===== src/rtl/riscv_wb_pkg.sv =====
// Shared types for the GPR writeback arbiter.
// FSM encoding, write-source select and datapath widths.
package riscv_wb_pkg;

  localparam int REG_IDX_W   = 5;
  localparam int XLEN        = 32;
  localparam int WB_STARVE_W = 3;

  typedef enum logic {
    WB_IDLE = 1'b0,
    WB_HELD = 1'b1
  } wb_state_e;

  typedef enum logic [1:0] {
    SEL_NONE = 2'd0,
    SEL_EXEC = 2'd1,
    SEL_LSU  = 2'd2,
    SEL_SKID = 2'd3
  } wb_sel_e;

endpackage


===== src/rtl/riscv_wb_skid.sv =====
// One-entry park register for an exec result displaced by a load.
// Load captures rd/data and sets valid; clear drops valid.
module riscv_wb_skid
  import riscv_wb_pkg::*;
(
  input  logic                 clk_i,
  input  logic                 rst_i,
  input  logic                 load_i,
  input  logic                 clear_i,
  input  logic [REG_IDX_W-1:0] rd_i,
  input  logic [XLEN-1:0]      data_i,
  output logic                 valid_o,
  output logic [REG_IDX_W-1:0] rd_o,
  output logic [XLEN-1:0]      data_o
);

  // Entry register; rd/data only change on load so bypass sees a stable value
  always_ff @(posedge clk_i) begin
    if (rst_i) begin
      valid_o <= 1'b0;
      rd_o    <= '0;
      data_o  <= '0;
    end else if (load_i) begin
      valid_o <= 1'b1;
      rd_o    <= rd_i;
      data_o  <= data_i;
    end else if (clear_i) begin
      valid_o <= 1'b0;
    end
  end

endmodule


===== src/rtl/riscv_wb_arbiter.sv =====
// Registered fixed-priority GPR write arbiter (LSU over exec) with skid.
// Optional operand forwarding enabled by defining RISCV_WB_BYPASS_EN.
module riscv_wb_arbiter
  import riscv_wb_pkg::*;
#(
  parameter int STARVE_MAX = 4
) (
  input  logic                 clk_i,
  input  logic                 rst_i,
  input  logic                 exec_valid_i,
  input  logic [REG_IDX_W-1:0] exec_rd_i,
  input  logic [XLEN-1:0]      exec_value_i,
  output logic                 exec_accept_o,
  input  logic                 lsu_valid_i,
  input  logic [REG_IDX_W-1:0] lsu_rd_i,
  input  logic [XLEN-1:0]      lsu_value_i,
  output logic                 lsu_accept_o,
  output logic                 reg_write_en_o,
  output logic [REG_IDX_W-1:0] reg_write_dest_o,
  output logic [XLEN-1:0]      reg_write_data_o,
  output logic                 pending_valid_o,
  output logic [REG_IDX_W-1:0] pending_rd_o,
  input  logic [REG_IDX_W-1:0] ra_idx_i,
  input  logic [REG_IDX_W-1:0] rb_idx_i,
  input  logic [XLEN-1:0]      ra_value_i,
  input  logic [XLEN-1:0]      rb_value_i,
  output logic [XLEN-1:0]      ra_value_o,
  output logic [XLEN-1:0]      rb_value_o
);

  localparam logic [WB_STARVE_W-1:0] STARVE_LIM =
    WB_STARVE_W'(STARVE_MAX);

  wb_state_e              state_q;
  logic [WB_STARVE_W-1:0] starve_cnt;
  wb_sel_e                sel;
  logic                   park;
  logic                   unpark;
  logic                   exec_live;
  logic                   lsu_live;
  logic [XLEN-1:0]        skid_data;

  assign exec_live = exec_valid_i && (exec_rd_i != '0);
  assign lsu_live  = lsu_valid_i && (lsu_rd_i != '0);

  // Pick the write source and handshakes; rd=0 requests are taken but dropped
  always_comb begin
    sel           = SEL_NONE;
    park          = 1'b0;
    unpark        = 1'b0;
    exec_accept_o = 1'b0;
    lsu_accept_o  = 1'b0;
    if (!rst_i) begin
      unique case (state_q)
        WB_IDLE: begin
          exec_accept_o = 1'b1;
          lsu_accept_o  = lsu_valid_i;
          if (lsu_live) begin
            sel  = SEL_LSU;
            park = exec_live;
          end else if (exec_live) begin
            sel = SEL_EXEC;
          end
        end
        WB_HELD: begin
          lsu_accept_o = lsu_valid_i && (starve_cnt < STARVE_LIM);
          if (lsu_live && starve_cnt < STARVE_LIM) begin
            sel = SEL_LSU;
          end else begin
            sel    = SEL_SKID;
            unpark = 1'b1;
          end
        end
        default: ;
      endcase
    end
  end

  // FSM plus registered write port; dest/data hold on idle cycles
  always_ff @(posedge clk_i) begin
    if (rst_i) begin
      state_q          <= WB_IDLE;
      starve_cnt       <= '0;
      reg_write_en_o   <= 1'b0;
      reg_write_dest_o <= '0;
      reg_write_data_o <= '0;
    end else begin
      reg_write_en_o <= (sel != SEL_NONE);
      unique case (sel)
        SEL_EXEC: begin
          reg_write_dest_o <= exec_rd_i;
          reg_write_data_o <= exec_value_i;
        end
        SEL_LSU: begin
          reg_write_dest_o <= lsu_rd_i;
          reg_write_data_o <= lsu_value_i;
        end
        SEL_SKID: begin
          reg_write_dest_o <= pending_rd_o;
          reg_write_data_o <= skid_data;
        end
        default: ;
      endcase
      if (park) begin
        state_q    <= WB_HELD;
        starve_cnt <= '0;
      end else if (unpark) begin
        state_q <= WB_IDLE;
      end else if (state_q == WB_HELD && sel == SEL_LSU &&
                   starve_cnt != '1) begin
        starve_cnt <= starve_cnt + 1'b1;
      end
    end
  end

  riscv_wb_skid u_skid (
    .clk_i   (clk_i),
    .rst_i   (rst_i),
    .load_i  (park),
    .clear_i (unpark),
    .rd_i    (exec_rd_i),
    .data_i  (exec_value_i),
    .valid_o (pending_valid_o),
    .rd_o    (pending_rd_o),
    .data_o  (skid_data)
  );

`ifdef RISCV_WB_BYPASS_EN
  function automatic logic [XLEN-1:0] fwd(
    input logic [REG_IDX_W-1:0] idx,
    input logic [XLEN-1:0]      rf
  );
    if (idx == '0)
      return rf;
    else if (pending_valid_o && pending_rd_o == idx)
      return skid_data;
    else if (reg_write_en_o && reg_write_dest_o == idx)
      return reg_write_data_o;
    else
      return rf;
  endfunction

  // Forward younger in-flight values; skid beats the write port
  always_comb begin
    ra_value_o = fwd(ra_idx_i, ra_value_i);
    rb_value_o = fwd(rb_idx_i, rb_value_i);
  end
`else
  logic unused_idx;
  assign unused_idx = ^{ra_idx_i, rb_idx_i};

  // Forwarding disabled; decode stalls on pending_* instead
  always_comb begin
    ra_value_o = ra_value_i;
    rb_value_o = rb_value_i;
  end
`endif

endmodule

===== config.mk =====
export PLATFORM = sky130hd
export DESIGN_NAME = riscv_wb_arbiter
export DESIGN_NICKNAME = d
export VERILOG_FILES = /design/src/rtl/riscv_wb_pkg.sv /design/src/rtl/riscv_wb_skid.sv /design/src/rtl/riscv_wb_arbiter.sv
export SDC_FILE = /design/constraint.sdc
export NUM_CORES = 1
export LEC_CHECK = 0
export ABC_AREA = 1
export CELL_PAD_IN_SITES_DETAIL_PLACEMENT = 0
export CELL_PAD_IN_SITES_GLOBAL_PLACEMENT = 1
export CORE_UTILIZATION = 25
export CTS_BUF_LIST = sky130_fd_sc_hd__clkbuf_16
export CTS_CLUSTER_SIZE = 16
export DETAILED_ROUTE_END_ITERATION = 10
export GPL_TIMING_DRIVEN = 0
export HOLD_SLACK_MARGIN = 0.15
export PLACE_DENSITY = 0.81
export SETUP_SLACK_MARGIN = 0.15
export SYNTH_ARGS = -nofsm -noshare
export SYNTH_HDL_FRONTEND = slang
export SYNTH_SLANG_ARGS = --single-unit

===== constraint.sdc =====
create_clock -name clk_i -period 1.55 [get_ports clk_i]
set_input_delay 0.2325 -clock clk_i [delete_from_list [all_inputs] [get_ports clk_i]]
set_output_delay 0.2325 -clock clk_i [all_outputs]
set_load 0.05 [all_outputs]

==> summary.txt, run 1 <==
Placement
  • Post-placement cell count: 1048
  • DP Wirelength: 11130 µm
  • Area post-placement: 0.006495 mm²
  • # port buffers: 187
  • GP Congestion: 0.7724
  • Placement Setup Slack: -1.339 ns

Worst setup path
  • Crit Path Class: flop to output port
  • Endpoint of the worst register-to-register path: reg_write_data_o[18]$_SDFFE_PP0P_
  • Slack of the worst reg-to-reg path: 0.09 ns
  • Crit. End Element: output port
  • R2R Path Start: u_skid.valid_o$_SDFFE_PP0P_
  • Worst Path Max Fanout: 4
  • Worst EP arrival: 1.24 ns
  • Setup crit start: u_skid.valid_o$_SDFFE_PP0P_
  • CP required: 1.32 ns
  • Worst reg-to-reg path cell count: 9
  • Kind of start point of the critical path: flop

Global route
  • Number of global-route vias before repair: 4340
  • First-pass GRT wire length: 23430 µm
  • Initial antenna violation count: 0
  • Pin count of the biggest net entering global routing: 13
  • Total gr overflow: 0
  • GR Util All Layers: 0.1710

STA
  • Tcrit/Tclk final: 0.9473
  • Final Setup Violations: 0
  • Setup TNS after final layout: 0 ns
  • Tmin final: 1.468 ns
  • FMAX: 0.6810 GHz
  • Final Slew Violations: 0
  • Final Hold Viols: 0
  • PnR worst setup slack: 0.08161 ns
  • Clk_skew: 0.008600 ns
  • Worst-Margin Slew: 0.5238 ns
  • Slew headroom: 0.6508
  • Unrepaired setup endpoints after global routing: true

Floorplan
  • Io pins: 262
  • Starting Density: 0.2589
  • Die area: 0.01789 mm²
  • Die height: 133.7 µm
  • Row count: 47
  • Core area: 0.01676 mm²
  • Die Wd: 133.7 µm

Min path
  • Min-delay src: lsu_rd_i[0]
  • Min-Delay Path Class: input port to flop
  • WHS Endpoint: reg_write_dest_o[0]$_SDFFE_PP0P_
  • Hold Path Cell Cnt: 3

Logic synthesis
  • Yosys warnings: 0
  • Register area share after synthesis: 0.3645
  • #FFs+latches synth: 79
  • Most frequent cell after synthesis: nand2_1
  • Count of cell types in the netlist: 25
  • Top-area cell type share of the netlist area: 0.3645
  • Synth area leaders: dfxtp_1, nand2_1, buf_4, nand3_1, nor2_1
  • Syn Area/Cell: 6.769 µm²
  • Cells after synthesis: 641
  • Dominant cell type by area after synthesis: dfxtp_1
  • Post-synth EDFFs: 0
  • Post-synthesis instance area: 0.004339 mm²
  • Mapped Nets: 795
  • Most frequent cells after synthesis: nand2_1, dfxtp_1, buf_4
  • Predominant post-synthesis flop cell: dfxtp_1
  • Synth async-reset ratio: 0

Drt
  • Via count: 4734
  • Avg Vias per Cell: 4.323
  • Detailed Route WL: 15800 µm
  • Drt first pass iters: 4
  • Drt drc: 0
  • DRT antenna net count: 0
  • Iter 0 DRT Violations: 299
  • DR WL/cell: 14.43 µm

Finish
  • Fill cell count: 1715
  • Share of post-route cells with drive strength above 1: 0.2777
  • Fin nets: 1024
  • # diodes: 0
  • Layout Cells excl Fill: 1095
  • Fin area: 0.007505 mm²
  • Synthesis-to-layout area growth: 72.95%

Power and ir drop
  • Pwr/cell area: 854.2 mW/mm²
  • Post-layout total power: 6410 µW
  • P_leak: 0.003518 µW
  • Maximum vdd drop: 0.5810 mV

Clocking
  • Hold buffer count at cts: 0
  • Total CTS buffers: 9
  • CTS clk-pin slew, worst paths: 0.06 ns
  • Worst skew pair latency: 0.35 ns
  • CTS Root Cell: clkbuf_16
  • Largest buffer count on any clock path: 2
  • Htree depth: 3
  • CTS tree: built
  • Clock tree sinks: 79

Outcome
  • Outcome: finished clean

Run
  • Max Cap Violations: 0
repair_timing:
action                                  CTS  global route
endpoints found under the setup margin  124            80
pin swaps                                 9            21
buffers inserted                         13            13
resized for setup                       214            83
gates cloned                              2             3
how the worst max path moves through the flow:
stage / slack (ns) / cells past startpoint / to
floorplan: 0.11 / 5 / lsu_accept_o
global placement: -1.34 / 7 / lsu_accept_o
detailed placement: -1.34 / 7 / lsu_accept_o
CTS: 0.06 / 8 / reg_write_dest_o[3]$_SDFFE_PP0P_
global route: 0.04 / 7 / reg_write_data_o[9]$_SDFFE_PP0P_
finish: 0.08 / 3 / exec_accept_o
per-stage QoR:
step	hold slack, ns	utilization
after floorplan	0.3706	-
after global placement	0.4283	0.3875
after global routing	0.3024	0.4478
after detailed placement	0.4323	0.3875
final	0.2684	0.4478
after CTS	0.2766	0.4243
per-layer routing:
layer  up-vias  global-route usage  share of wire
li1       2415                   -              -
met4         0             0.05366          0.014
met5         -                   0              0
met1      2124              0.2232           0.44
met2       179              0.2804           0.48
met3        16             0.03539          0.069
where the power goes:
group | total, µW | internal (µW) | switching [µW] | leakage, µW
combinational | 2280 | 938 | 1340 | 0.00273
clock | 1880 | 1040 | 830 | 0.000137
sequential | 2260 | 2180 | 80.1 | 0.000650
total | 6410 | 4160 | 2250 | 0.00352
worst max-delay path, cell delays in order, from the launching register on:
cell      delay [ns]
dfxtp_4         0.36
nor2_1          0.18
clkbuf_8        0.19
buf_6           0.16
flip-flops by register name, summed over array words and instances, names as in the netlist:
register / count
reg_write_data_o: 32
u_skid.data_o: 32
reg_write_dest_o: 5
u_skid.rd_o: 5
starve_cnt: 3
reg_write_en_o: 1
u_skid.valid_o: 1
area by class of cell:
type | count | area [µm²] | share of cell area
repair buffers | 218 | 2250 | 0.2998
multi-input cells | 419 | 2110 | 0.2811
flip-flops and latches | 79 | 1585 | 0.2112
plain buffers | 99 | 850.8 | 0.1134
well taps | 220 | 275.3 | 0.03668
clock buffers | 9 | 225.2 | 0.03001
inverters | 44 | 182.7 | 0.02434
clock inverters | 7 | 26.28 | 0.003501
cells by family (layout without fill, tap and decap cells):
| family | Yosys count | in the layout | share of synthesized area |
|---|---|---|---|
| AOI/OAI and AO/OA | 57 | 57 | 0.07670 |
| adders and majority gates | 2 | 2 | 0.005766 |
| buffers and inverters | 143 | 377 | 0.1952 |
| DFF | 79 | 79 | 0.3645 |
| and+or+nand+nor | 360 | 360 | 0.3578 |
layout by cell type (no fill, tap or decap), types with 2 or more instances in the layout:
cell and count:
inv_2 4, nand3_1 61, dfxtp_1 78, nand2_2 8, inv_1 40, buf_2 3, nor2_2 2, nand2_4 5
nand2_1 196, o21ai_2 9, buf_12 4, buf_8 7, a21oi_2 7, nand3_2 6, clkbuf_2 3, nand3b_1 23
clkinvlp_4 2, dlygate4sd2_1 10, o21ai_0 14, ha_1 2, nor2_4 6, nand2_8 2, a21oi_1 18, clkbuf_16 11
buf_4 93, buf_16 2, o21ai_1 7, buf_6 15, clkdlybuf4s15_2 43, clkbuf_4 4, clkinv_1 3, nor2_1 48
clkdlybuf4s50_1 128, nand3_4 2
Note: power is estimated with default switching activity, not from simulation.
==> inputs of run 2 (changes only) <==
--- a/config.mk
+++ b/config.mk
@@ -8,13 +8,13 @@
 export ABC_AREA = 1
 export CELL_PAD_IN_SITES_DETAIL_PLACEMENT = 0
 export CELL_PAD_IN_SITES_GLOBAL_PLACEMENT = 1
-export CORE_UTILIZATION = 25
+export CORE_UTILIZATION = 22
 export CTS_BUF_LIST = sky130_fd_sc_hd__clkbuf_16
 export CTS_CLUSTER_SIZE = 16
 export DETAILED_ROUTE_END_ITERATION = 10
 export GPL_TIMING_DRIVEN = 0
 export HOLD_SLACK_MARGIN = 0.15
-export PLACE_DENSITY = 0.81
+export PLACE_DENSITY = 0.75
 export SETUP_SLACK_MARGIN = 0.15
 export SYNTH_ARGS = -nofsm -noshare
 export SYNTH_HDL_FRONTEND = slang
==> constraint.sdc (replaced) <==
create_clock -name clk_i -period 1.25 [get_ports clk_i]
set_input_delay 0.1875 -clock clk_i [delete_from_list [all_inputs] [get_ports clk_i]]
set_output_delay 0.1875 -clock clk_i [all_outputs]
set_load 0.05 [all_outputs]
==> run 2 against run 1 <==
Net effect: the run now ends with setup timing left; count of clock-buffer cells in the layout stayed put; sequential share of layout area is 1.5 points lower; combinational power is 35% higher; routed wire length is 8.0% higher; global-route usage is 0.74 points lower; worst hold slack worse by 0.16 ns; clock power is 63% higher; die area is 13% higher; sequential cell count stayed put; sequential power is 25% higher; largest cell class unchanged.
==> summary.txt, run 2 (synthesized netlist as in run 1, its figures left out) <==
Floorplan
  • Row count: 51
  • Io pins: 262
  • Starting Density: 0.2237
  • Die Wd: 142.4 µm
  • Die height: 142.4 µm
  • Core area: 0.01940 mm²
  • Die area: 0.02029 mm²

Power and ir drop
  • Internal power: 5966 µW
  • P_leak: 0.003982 µW
  • Switch share: 0.3347
  • Sequential share of power: 0.316
  • Maximum vdd drop: 0.6328 mV
  • Clk pwr share: 0.342
  • Switching pwr: 3001 µW
  • Combinational share of power: 0.342
  • Pwr/cell area: 1092 mW/mm²

Worst setup path
  • CP required: 1.06 ns
  • Crit. End Element: output port
  • Worst EP arrival: 1.19 ns
  • Kind of start point of the critical path: flop
  • Worst Path Max Fanout: 4
  • Crit Path Class: flop to output port

Finish
  • Fill cell count: 1985
  • Synthesis-to-layout area growth: 89.27%
  • Commonest non-fill, non-tap cell in the layout: nand2_1
  • Top Registers: reg_write_data_o (32), u_skid.data_o (32)
  • Layout Cells excl Fill: 1165
  • Fin nets: 1048
  • Most frequent cells in the layout: nand2_1, buf_4, dlygate4sd2_1, clkdlybuf4s50_1, dfxtp_1
  • Fin area: 0.008213 mm²
  • Share of post-route cells with drive strength above 1: 0.3582
  • Util after Layout: 0.4234

Global route
  • Total gr overflow: 0
  • Pin count of the biggest net entering global routing: 14
  • GR Util All Layers: 0.1636
  • Initial antenna violation count: 1
  • First-pass GRT wire length: 24700 µm
  • Number of global-route vias before repair: 4453

STA
  • FMAX: 0.7249 GHz
  • Tcrit/Tclk final: 1.104
  • Unrepaired setup endpoints after global routing: true
  • Worst-Margin Slew: 0.5981 ns
  • PnR worst setup slack: -0.1294 ns
  • Setup TNS after final layout: -2.618 ns
  • Tmin final: 1.379 ns
  • Slew headroom: 0.6012
  • Final Slew Violations: 0
  • Final Setup Violations: 62
  • Final Hold Viols: 0
  • Clk_skew: 0.005976 ns

Clocking
  • Total CTS buffers: 9
  • Htree depth: 3
  • CTS tree: built
  • Worst skew pair latency: 0.35 ns
  • CTS Root Cell: clkbuf_16
  • Largest buffer count on any clock path: 2
  • Clock tree sinks: 79
  • CTS clk-pin slew, worst paths: 0.06 ns

Drt
  • DR WL/cell: 14.64 µm
  • DRT antenna net count: 0
  • Avg Vias per Cell: 4.170
  • Drt first pass iters: 4
  • Via count: 4858
  • Drt drc: 0
  • Iter 0 DRT Violations: 307
  • Detailed Route WL: 17060 µm

Min path
  • Min-Delay Path Class: input port to flop

Outcome
  • Failing checks: setup timing
  • Outcome: complete, but fails checks

Placement
  • Area post-placement: 0.006631 mm²
  • # port buffers: 187
  • GP Congestion: 0.7743
  • Post-placement cell count: 1093
  • Placement Setup Slack: -1.273 ns
  • DP Wirelength: 11440 µm

Run
  • Max Cap Violations: 0
## run 2: repair_timing
| action | 4_1_cts | 5_1_grt |
|---|---|---|
| pin swaps | 39 | 36 |
| endpoints found under the setup margin | 189 | 106 |
| gates cloned | 9 | 4 |
| hold endpoints to repair | 0 | 1 |
| hold buffers | 0 | 1 |
| setup buffers | 30 | 11 |
| gates resized for setup | 536 | 76 |
## run 2: cell type report
cell class | count | area, µm² | area share
clock inverter | 7 | 111.4 | 0.01356
tap | 265 | 331.6 | 0.04037
multi-input combinational | 419 | 2273 | 0.2768
timing repair buffer | 242 | 2494 | 0.3036
sequential | 79 | 1609 | 0.1959
buffer | 99 | 977.2 | 0.1190
inverter | 44 | 188.9 | 0.02300
antenna | 1 | 2.502 | 0.0003047
clock buffer | 9 | 225.2 | 0.02742
## run 2: path summary, 6_finish.rpt
path / start / to / slack (ns) / cells after the start
max reg2reg: u_skid.valid_o$_SDFFE_PP0P_ / reg_write_data_o[30]$_SDFFE_PP0P_ / -0.10 / 10
max: u_skid.valid_o$_SDFFE_PP0P_ / exec_accept_o / -0.13 / 3
min: exec_rd_i[1] / u_skid.rd_o[1]$_SDFFE_PP0P_ / 0.11 / 3
min reg2reg: u_skid.data_o[2]$_SDFFE_PP0P_ / u_skid.data_o[2]$_SDFFE_PP0P_ / 0.44 / 2
## run 2: per-layer routing
layer / up-vias / routed length (µm) / global-route usage
met4: 0 / 297 / 0.05942
li1: 2471 / - / -
met1: 2205 / 7391 / 0.2046
met2: 165 / 8287 / 0.2732
met3: 17 / 1082 / 0.03701
met5: - / 0 / 0
## run 2: stage by stage
step	hold slack, ns	total power, µW
after global routing	0.1582	9352
after detailed placement	0.4324	5453
after floorplan	0.3256	4493
final	0.1095	8966
after CTS	0.1730	8872
after global placement	0.4285	5447
## run 2: power by group through the flow
| stage | registers [µW] | clock network, µW | logic (µW) |
|---|---|---|---|
| 4_1_cts | 2820 | 3120 | 2930 |
| 3_3_place_gp | 2860 | 0 | 2590 |
| 3_5_place_dp | 2860 | 0 | 2590 |
| 2_1_floorplan | 3280 | 0 | 1210 |
| 5_1_grt | 2850 | 3260 | 3240 |
| 6_report | 2830 | 3070 | 3070 |
## run 2: critical path, cell delays in order (launching register included)
cell      delay [ns]
dfxtp_4         0.37
nor2_2          0.16
clkbuf_8        0.17
buf_8           0.14
